==> src/rtl/cpu_defs.sv <==
// Shared RV32I pipeline definitions: common words, opcode constants and the
// instruction-fetch state encoding.
package cpu_defs;

    localparam logic [31:0] ZeroWord = 32'h0000_0000;
    localparam logic [31:0] NopInst  = 32'h0000_0013;

    localparam logic [6:0] OpLui    = 7'b0110111;
    localparam logic [6:0] OpAuipc  = 7'b0010111;
    localparam logic [6:0] OpJal    = 7'b1101111;
    localparam logic [6:0] OpJalr   = 7'b1100111;
    localparam logic [6:0] OpBranch = 7'b1100011;
    localparam logic [6:0] OpLoad   = 7'b0000011;
    localparam logic [6:0] OpStore  = 7'b0100011;
    localparam logic [6:0] OpImm    = 7'b0010011;
    localparam logic [6:0] OpReg    = 7'b0110011;

    typedef enum logic {
        FETCH = 1'b0,
        HOLD  = 1'b1
    } fetch_state_e;

endpackage

==> src/rtl/if_stage.sv <==
// Instruction fetch: assembles each 32-bit instruction from four little-endian
// byte reads and presents a registered (pc, ins) pair to the decoder.
module if_stage
    import cpu_defs::*;
(
    input  logic        clk_in,
    input  logic        rst_in,
    input  logic        rdy_in,
    input  logic        mem_busy,
    output logic        mem_req,
    output logic [31:0] mem_addr,
    input  logic        mem_ack,
    input  logic [7:0]  mem_byte,
    input  logic        jump_flag,
    input  logic [31:0] jump_target,
    input  logic        stall_in,
    output logic        out_valid,
    output logic [31:0] out_pc,
    output logic [31:0] out_ins
);

    fetch_state_e state_q, state_d;
    logic [31:0]  pc_q, pc_d;
    logic [1:0]   cnt_q, cnt_d;
    logic [23:0]  buf_q, buf_d;
    logic         out_valid_q, out_valid_d;
    logic [31:0]  out_pc_q, out_pc_d;
    logic [31:0]  out_ins_q, out_ins_d;

    // Gated by reset so no request escapes while the stage is held in reset.
    assign mem_req  = rst_in & rdy_in & ~mem_busy & (state_q == FETCH);
    assign mem_addr = pc_q + {30'b0, cnt_q};

    assign out_valid = out_valid_q;
    assign out_pc    = out_pc_q;
    assign out_ins   = out_ins_q;

    always_comb begin
        state_d     = state_q;
        pc_d        = pc_q;
        cnt_d       = cnt_q;
        buf_d       = buf_q;
        out_valid_d = out_valid_q;
        out_pc_d    = out_pc_q;
        out_ins_d   = out_ins_q;
        if (rdy_in) begin
            if (jump_flag) begin
                // Redirect wins; any byte returned this cycle is dropped.
                pc_d        = jump_target & 32'hFFFF_FFFC;
                cnt_d       = 2'd0;
                out_valid_d = 1'b0;
                state_d     = FETCH;
            end else begin
                unique case (state_q)
                    FETCH: begin
                        if (mem_req && mem_ack) begin
                            if (cnt_q == 2'd3) begin
                                out_ins_d   = {mem_byte, buf_q};
                                out_pc_d    = pc_q;
                                out_valid_d = 1'b1;
                                pc_d        = pc_q + 32'd4;
                                cnt_d       = 2'd0;
                                state_d     = HOLD;
                            end else begin
                                buf_d[8*cnt_q +: 8] = mem_byte;
                                cnt_d               = cnt_q + 2'd1;
                            end
                        end
                    end
                    HOLD: begin
                        if (out_valid_q && !stall_in) begin
                            out_valid_d = 1'b0;
                            state_d     = FETCH;
                        end
                    end
                    default: state_d = FETCH;
                endcase
            end
        end
    end

    always_ff @(posedge clk_in or negedge rst_in) begin
        if (!rst_in) begin
            state_q     <= FETCH;
            pc_q        <= ZeroWord;
            cnt_q       <= 2'd0;
            buf_q       <= 24'd0;
            out_valid_q <= 1'b0;
            out_pc_q    <= ZeroWord;
            out_ins_q   <= ZeroWord;
        end else begin
            state_q     <= state_d;
            pc_q        <= pc_d;
            cnt_q       <= cnt_d;
            buf_q       <= buf_d;
            out_valid_q <= out_valid_d;
            out_pc_q    <= out_pc_d;
            out_ins_q   <= out_ins_d;
        end
    end

endmodule

==> config.mk <==
export PLATFORM = sky130hd
export DESIGN_NAME = if_stage
export DESIGN_NICKNAME = d
export VERILOG_FILES = /design/src/rtl/cpu_defs.sv /design/src/rtl/if_stage.sv
export SDC_FILE = /design/constraint.sdc
export NUM_CORES = 1
export LEC_CHECK = 0
export ABC_AREA = 1
export BUFFER_PORTS_ARGS = -buffer_cell sky130_fd_sc_hd__clkbuf_2
export CORE_UTILIZATION = 54
export DETAILED_ROUTE_END_ITERATION = 8
export PLACE_DENSITY = 0.88
export SYNTH_ARGS = -nofsm -noshare
export SYNTH_HDL_FRONTEND = slang
export SYNTH_SLANG_ARGS = --single-unit
==> constraint.sdc <==
create_clock -name clk_in -period 1.94 [get_ports clk_in]
set_clock_uncertainty 0.15 [all_clocks]
set_input_delay 0.097 -clock clk_in [delete_from_list [all_inputs] [get_ports clk_in]]
set_output_delay 0.097 -clock clk_in [all_outputs]
set_load 0.02 [all_outputs]
# Word level (Yosys, flattened, before mapping)
# Cells that the tools add are included.
# op_classes
n_addsub,4
n_eq_ne,5
shifts,2
mux,19
n_bitwise,7
n_reduce_logical,10
# op_table
operator,count
2-to-1 mux 32 bit,4
negator 5 -> 34 bit,1
"variable shift 8 x 34 -> 24 bit, first input constant",1
indexed part select 8 x 34 -> 24 bit,1
adder 32 x 2 -> 32 bit,1
"adder 32 x 3 -> 32 bit, second input constant",1
bitwise mux 24 bit,1
AND reduction 5 bit,2
"inequality test 3 x 2 -> 1 bit, second input constant",3
2-to-1 mux 1 bit,8
2-to-1 mux 2 bit,4
AND reduction 4 bit,2
inverter 1 bit,4
case mux 1 bit (2 select lines),2
nonzero test 2 bit,2
bitwise AND 1 bit,3
AND reduction 3 bit,1
"adder 2 x 1 -> 2 bit, second input constant",1
"== test 2 bit, second input constant",1
logical AND 1 bit,2
"inequality test 2 bit, second input constant",1
zero test 1 bit,1
# totals
regBits,124
input_bits,47
output_inout_bits,98
word_cells,54

# Logic depth before layout (Yosys ltp)
# logic_depth
word_depth,7
depth_mapped,11
ltp_nobuf,11

# Worst setup path before layout
# No wires, ideal clock.
# synth_timing
kind,register to register
from,register cnt_q[0]
to,register buf_q[0]
setup_ps,76
t_arrival_ps,1585
required_time_ps,1714
setup_slack_ps,129
path_stages_with_launch,8
path_buffers,0
period_less_slack_ps,1811
path_cell_list,dfrtp_1 -> inv_1 -> ha_1 -> inv_1 -> nand2_1 -> nor2_1 -> nand2_1 -> o21ai_1
# synth_via
elab_chain_len,3
elab_cells_between_ends,7
cone_classes,1 x add/sub; 1 x eq/ne; 2 x shift; 1 x mux; 1 x bitwise; 1 x reduce/logical
# synth_lines
element,line_no,text
start: declaration,if_stage.sv:24,"logic [1:0] cnt_q, cnt_d;"
start signal: assignment,if_stage.sv:94,cnt_q <= cnt_d;
negator 5 -> 34 bit / == test 2 bit (equally long branches),"if_stage.sv:65, if_stage.sv:57",
indexed part select 8 x 34 -> 24 bit (tied with other cells),if_stage.sv:65,buf_d[8*cnt_q +: 8] = mem_byte;
bitwise mux 24 bit / AND reduction 5 bit (equally long branches),-,
end signal: assignment,if_stage.sv:95,buf_q <= buf_d;
end: declaration,if_stage.sv:25,"logic [23:0] buf_q, buf_d;"
# Several ways; a longest one is shown, not always the timed one.
# A chain may end at the register's enable or synchronous reset.

# Final worst setup path
# layout_timing
from,register cnt_q[0]
to,register pc_q[4]
# layout_via
elab_chain_len,3
# layout_lines
element,line_no,text
== test 2 bit,if_stage.sv:57,if (cnt_q == 2'd3) begin
nonzero test 2 bit (no source line),-,
AND reduction 4 bit (no source line),-,
end signal: assignment,if_stage.sv:85,pc_q <= ZeroWord;
end signal: assignment,if_stage.sv:93,pc_q <= pc_d;
end: declaration,if_stage.sv:23,"logic [31:0] pc_q, pc_d;"
# No other way between the ends.

==> reports/qor.txt <==
Leading post-synthesis cells by cell area - dfrtp_1 (50%), nand2_1 (18%), nor2_1 (5.8%)
Area of the multi-input gates - 2570 sq um
Tot Pwr - 7.61 mW
Post-synthesis sequential area ratio - 49.7%
Critical Path Start Type - flip-flop
H-tree levels - 4
Highest Clock Rate - 0.557 GHz
Total GRT Usage - 31.9%
Mapped Cells - 817
Worst vdd ir - 546 uV
Die Height - 108 microns
Largest net degree at the start of global routing - 64
Crit-path cells - ha_1 -> nor2_1 -> inv_1 -> nand2_2 -> clkinv_2 -> o211ai_1 -> o21ai_0
Number of global-route vias before repair - 5907
1st-iter DRT viols - 613
Layout net count - 1030
Rel. slew slack - 48.4%
Post-Synthesis Cell Area - 6050 sq um
Status - complete, no violations
DR WL/cell - 15.4 microns
WP data arrival - 2.04 ns
Crit path max-delay family - flip-flops
Wire length of the first global-routing pass - 28400 microns
Antenna violations before repair - 0
Share of layout cells above drive strength 1 - 22.0%
PD cells - 962 nW/um^2
GRT overflow - 0
TritonCTS clock tree - done
Root Driver - clkbuf_8
Clk_lat worst skew - 0.52 ns
Buf/Inv on CP - 2
FF/Latch Area - 3010 sq um
Synth Register Bits - 120
Via/cell ratio - 5.38
Int Power - 5.00 mW
IO Pins - 145
Synthesized area per cell - 7.40 sq um
Cts bufs inserted - 17
Netlist cell types - 30
Ant. Diodes - 0
Kind of critical path - reg -> reg
Sw power - 2.61 mW
Residual DRC - 0
Die area - 11600 sq um
Final Hold Violating Endpoints - 0
Biggest area consumer among synthesized cells - dfrtp_1
Vias - 6082
Number of port buffers - 140
Post-Route WL - 17400 microns
Delay of the slowest cell on the worst path - 0.45 ns
Yosys warning total - 0
Die Width - 108 microns
Slew at the pin closest to its max-slew limit - 0.774 ns
Share of the synthesized area in the top cell type - 49.7%
Worst Setup End Kind - flip-flop
Combinational power share - 19.0%
Reg power frac - 39.8%
DRT Pass-1 Iters - 6
Switching part of the total power - 34.3%
CP Max Fanout - 19
Clock Power Share - 41.2%
Post-DP HPWL - 10900 microns
Fill cells - 797
Critical Path RT - 2.18 ns
Unrepaired setup endpoints after global routing - no
Hold Path Class - in -> async
Final TNS setup - 0 ns
Clock Pin Slew Worst Setup and Hold Paths - 0.07 ns
Placer congestion estimate - 0.938
Final Critical Period - 1.80 ns
Most common cell after layout, fill and taps aside - nand2_1
Final ANT Viol Nets - 0
Final setup vio count - 0
Sink Count - 120
Slew Viols, Final - 0
Slowest stage cell, crit path - dfrtp_2
Clock Tree Buf Depth - 2
Commonest cells after routing, fill and taps aside - nand2_1 (285), clkbuf_2 (139), dfrtp_1 (118), nor2_1 (90), nand3_1 (67)
Layout area overhead - 30.8%
Starting density of the core - 55.5%
Core Region - 10900 sq um
LEAKAGE - 4.09 nW
Rows - 38
Tcrit/Tclk final - 92.6%
Max Cap Viol - 0
Yosys cell counts:
cell	n
nand2_1	288
dfrtp_1	120
nor2_1	94
nand3_1	67
inv_1	53
o21ai_0	43
o21ai_1	40
clkbuf_1	39
buf_2	18
a21oi_1	9
ha_1	6
nand2_2	6
nor2_2	4
nor2_4	4
buf_4	3
buf_6	3
o211ai_1	3
or2_2	3
nor3_1	2
xor2_1	2
a31oi_1	1
and2_1	1
buf_1	1
clkinv_2	1
conb_1	1
inv_2	1
nand4_1	1
nand4_4	1
o22ai_1	1
o31ai_1	1
worst reg2reg max path: cells and delay by family, from the launching register on:
| kind | cells | cell delay, ns |
|---|---|---|
| AOI/OAI and AO/OA | 2 | 0.29 |
| adders and majority gates | 1 | 0.23 |
| buffers and inverters | 2 | 0.32 |
| DFF | 1 | 0.45 |
| and+or+nand+nor | 2 | 0.22 |
path summary, 6_finish.rpt:
path	startpoint	end	slack, ns	cells after the start
hold / removal	rst_in	buf_q[4]	0.20	3
hold reg to reg	out_ins[1]	out_ins[1]	0.32	2
min in group clk_in	jump_target[5]	pc_q[5]	0.22	4
setup / recovery	cnt_q[0]	pc_q[4]	0.14	7
max in group asynchronous	rst_in	cnt_q[0]	0.46	4
setup reg to reg	cnt_q[0]	pc_q[4]	0.14	7
kinds of logic after synthesis:
logic type / Yosys count / share of synthesized area [%]
AO/OA/AOI/OAI: 98 / 8.32
XOR/XNOR: 2 / 0.290
adder cells (fa/ha/maj): 6 / 1.24
AND/OR/NAND/NOR: 471 / 32.1
other: 1 / 0.0620
buffers and inverters: 119 / 8.34
flip-flops: 120 / 49.7
metal layers:
| metal | vias up | wire length, microns | share of wire [%] | global-route usage (%) |
|---|---|---|---|---|
| met3 | 63 | 1330 | 7.6 | 6.60 |
| li1 | 2872 | - | - | - |
| met5 | - | 0 | 0 | 0 |
| met4 | 0 | 650 | 3.7 | 15.3 |
| met1 | 2809 | 6920 | 40 | 39.2 |
| met2 | 338 | 8540 | 49 | 53.6 |
stage by stage:
step                util [%]  area (sq um)  setup slack (ns)  std cells  hold slack (ns)
floorplan                  -          6050             0.129        818           -0.349
global placement        62.7          6820             0.205       1051          -0.0394
detailed placement      62.7          6820             0.138       1051          -0.0397
CTS                     72.3          7880             0.121       1130            0.197
global route            72.6          7910            0.0206       1130            0.210
finish                  72.6          7910             0.144       1130            0.198
power by group through the flow:
stage               combinational (mW)  clock, mW  sequential (mW)
finish                            1.45       3.14             3.03
global placement                  1.28          0             3.04
global route                      1.58       3.25             3.06
floorplan                        0.886          0             3.00
CTS                               1.40       3.14             3.00
detailed placement                1.31          0             3.04
repair_timing:
action	4_1_cts	5_1_grt
hold buffers	47	0
hold endpoints to repair	190	0
setup endpoints to repair	0	19
resized for setup	0	12
setup buffers	0	0
final cells by class:
type,instances,area share (%)
sequential,120,38.0
multi-input combinational,579,32.5
timing repair buffer,204,17.2
clock buffer,17,5.24
inverter,55,2.63
tap,140,2.22
clock inverter,15,2.15
state kept, by name (all words and copies together) (netlist names):
| name | flops |
|---|---|
| out_valid | 1 |
| pc_q | 30 |
| out_pc | 30 |
| out_ins | 32 |
| state_q | 1 |
| buf_q | 24 |
| cnt_q | 2 |
Note: power is estimated with default switching activity, not from simulation.
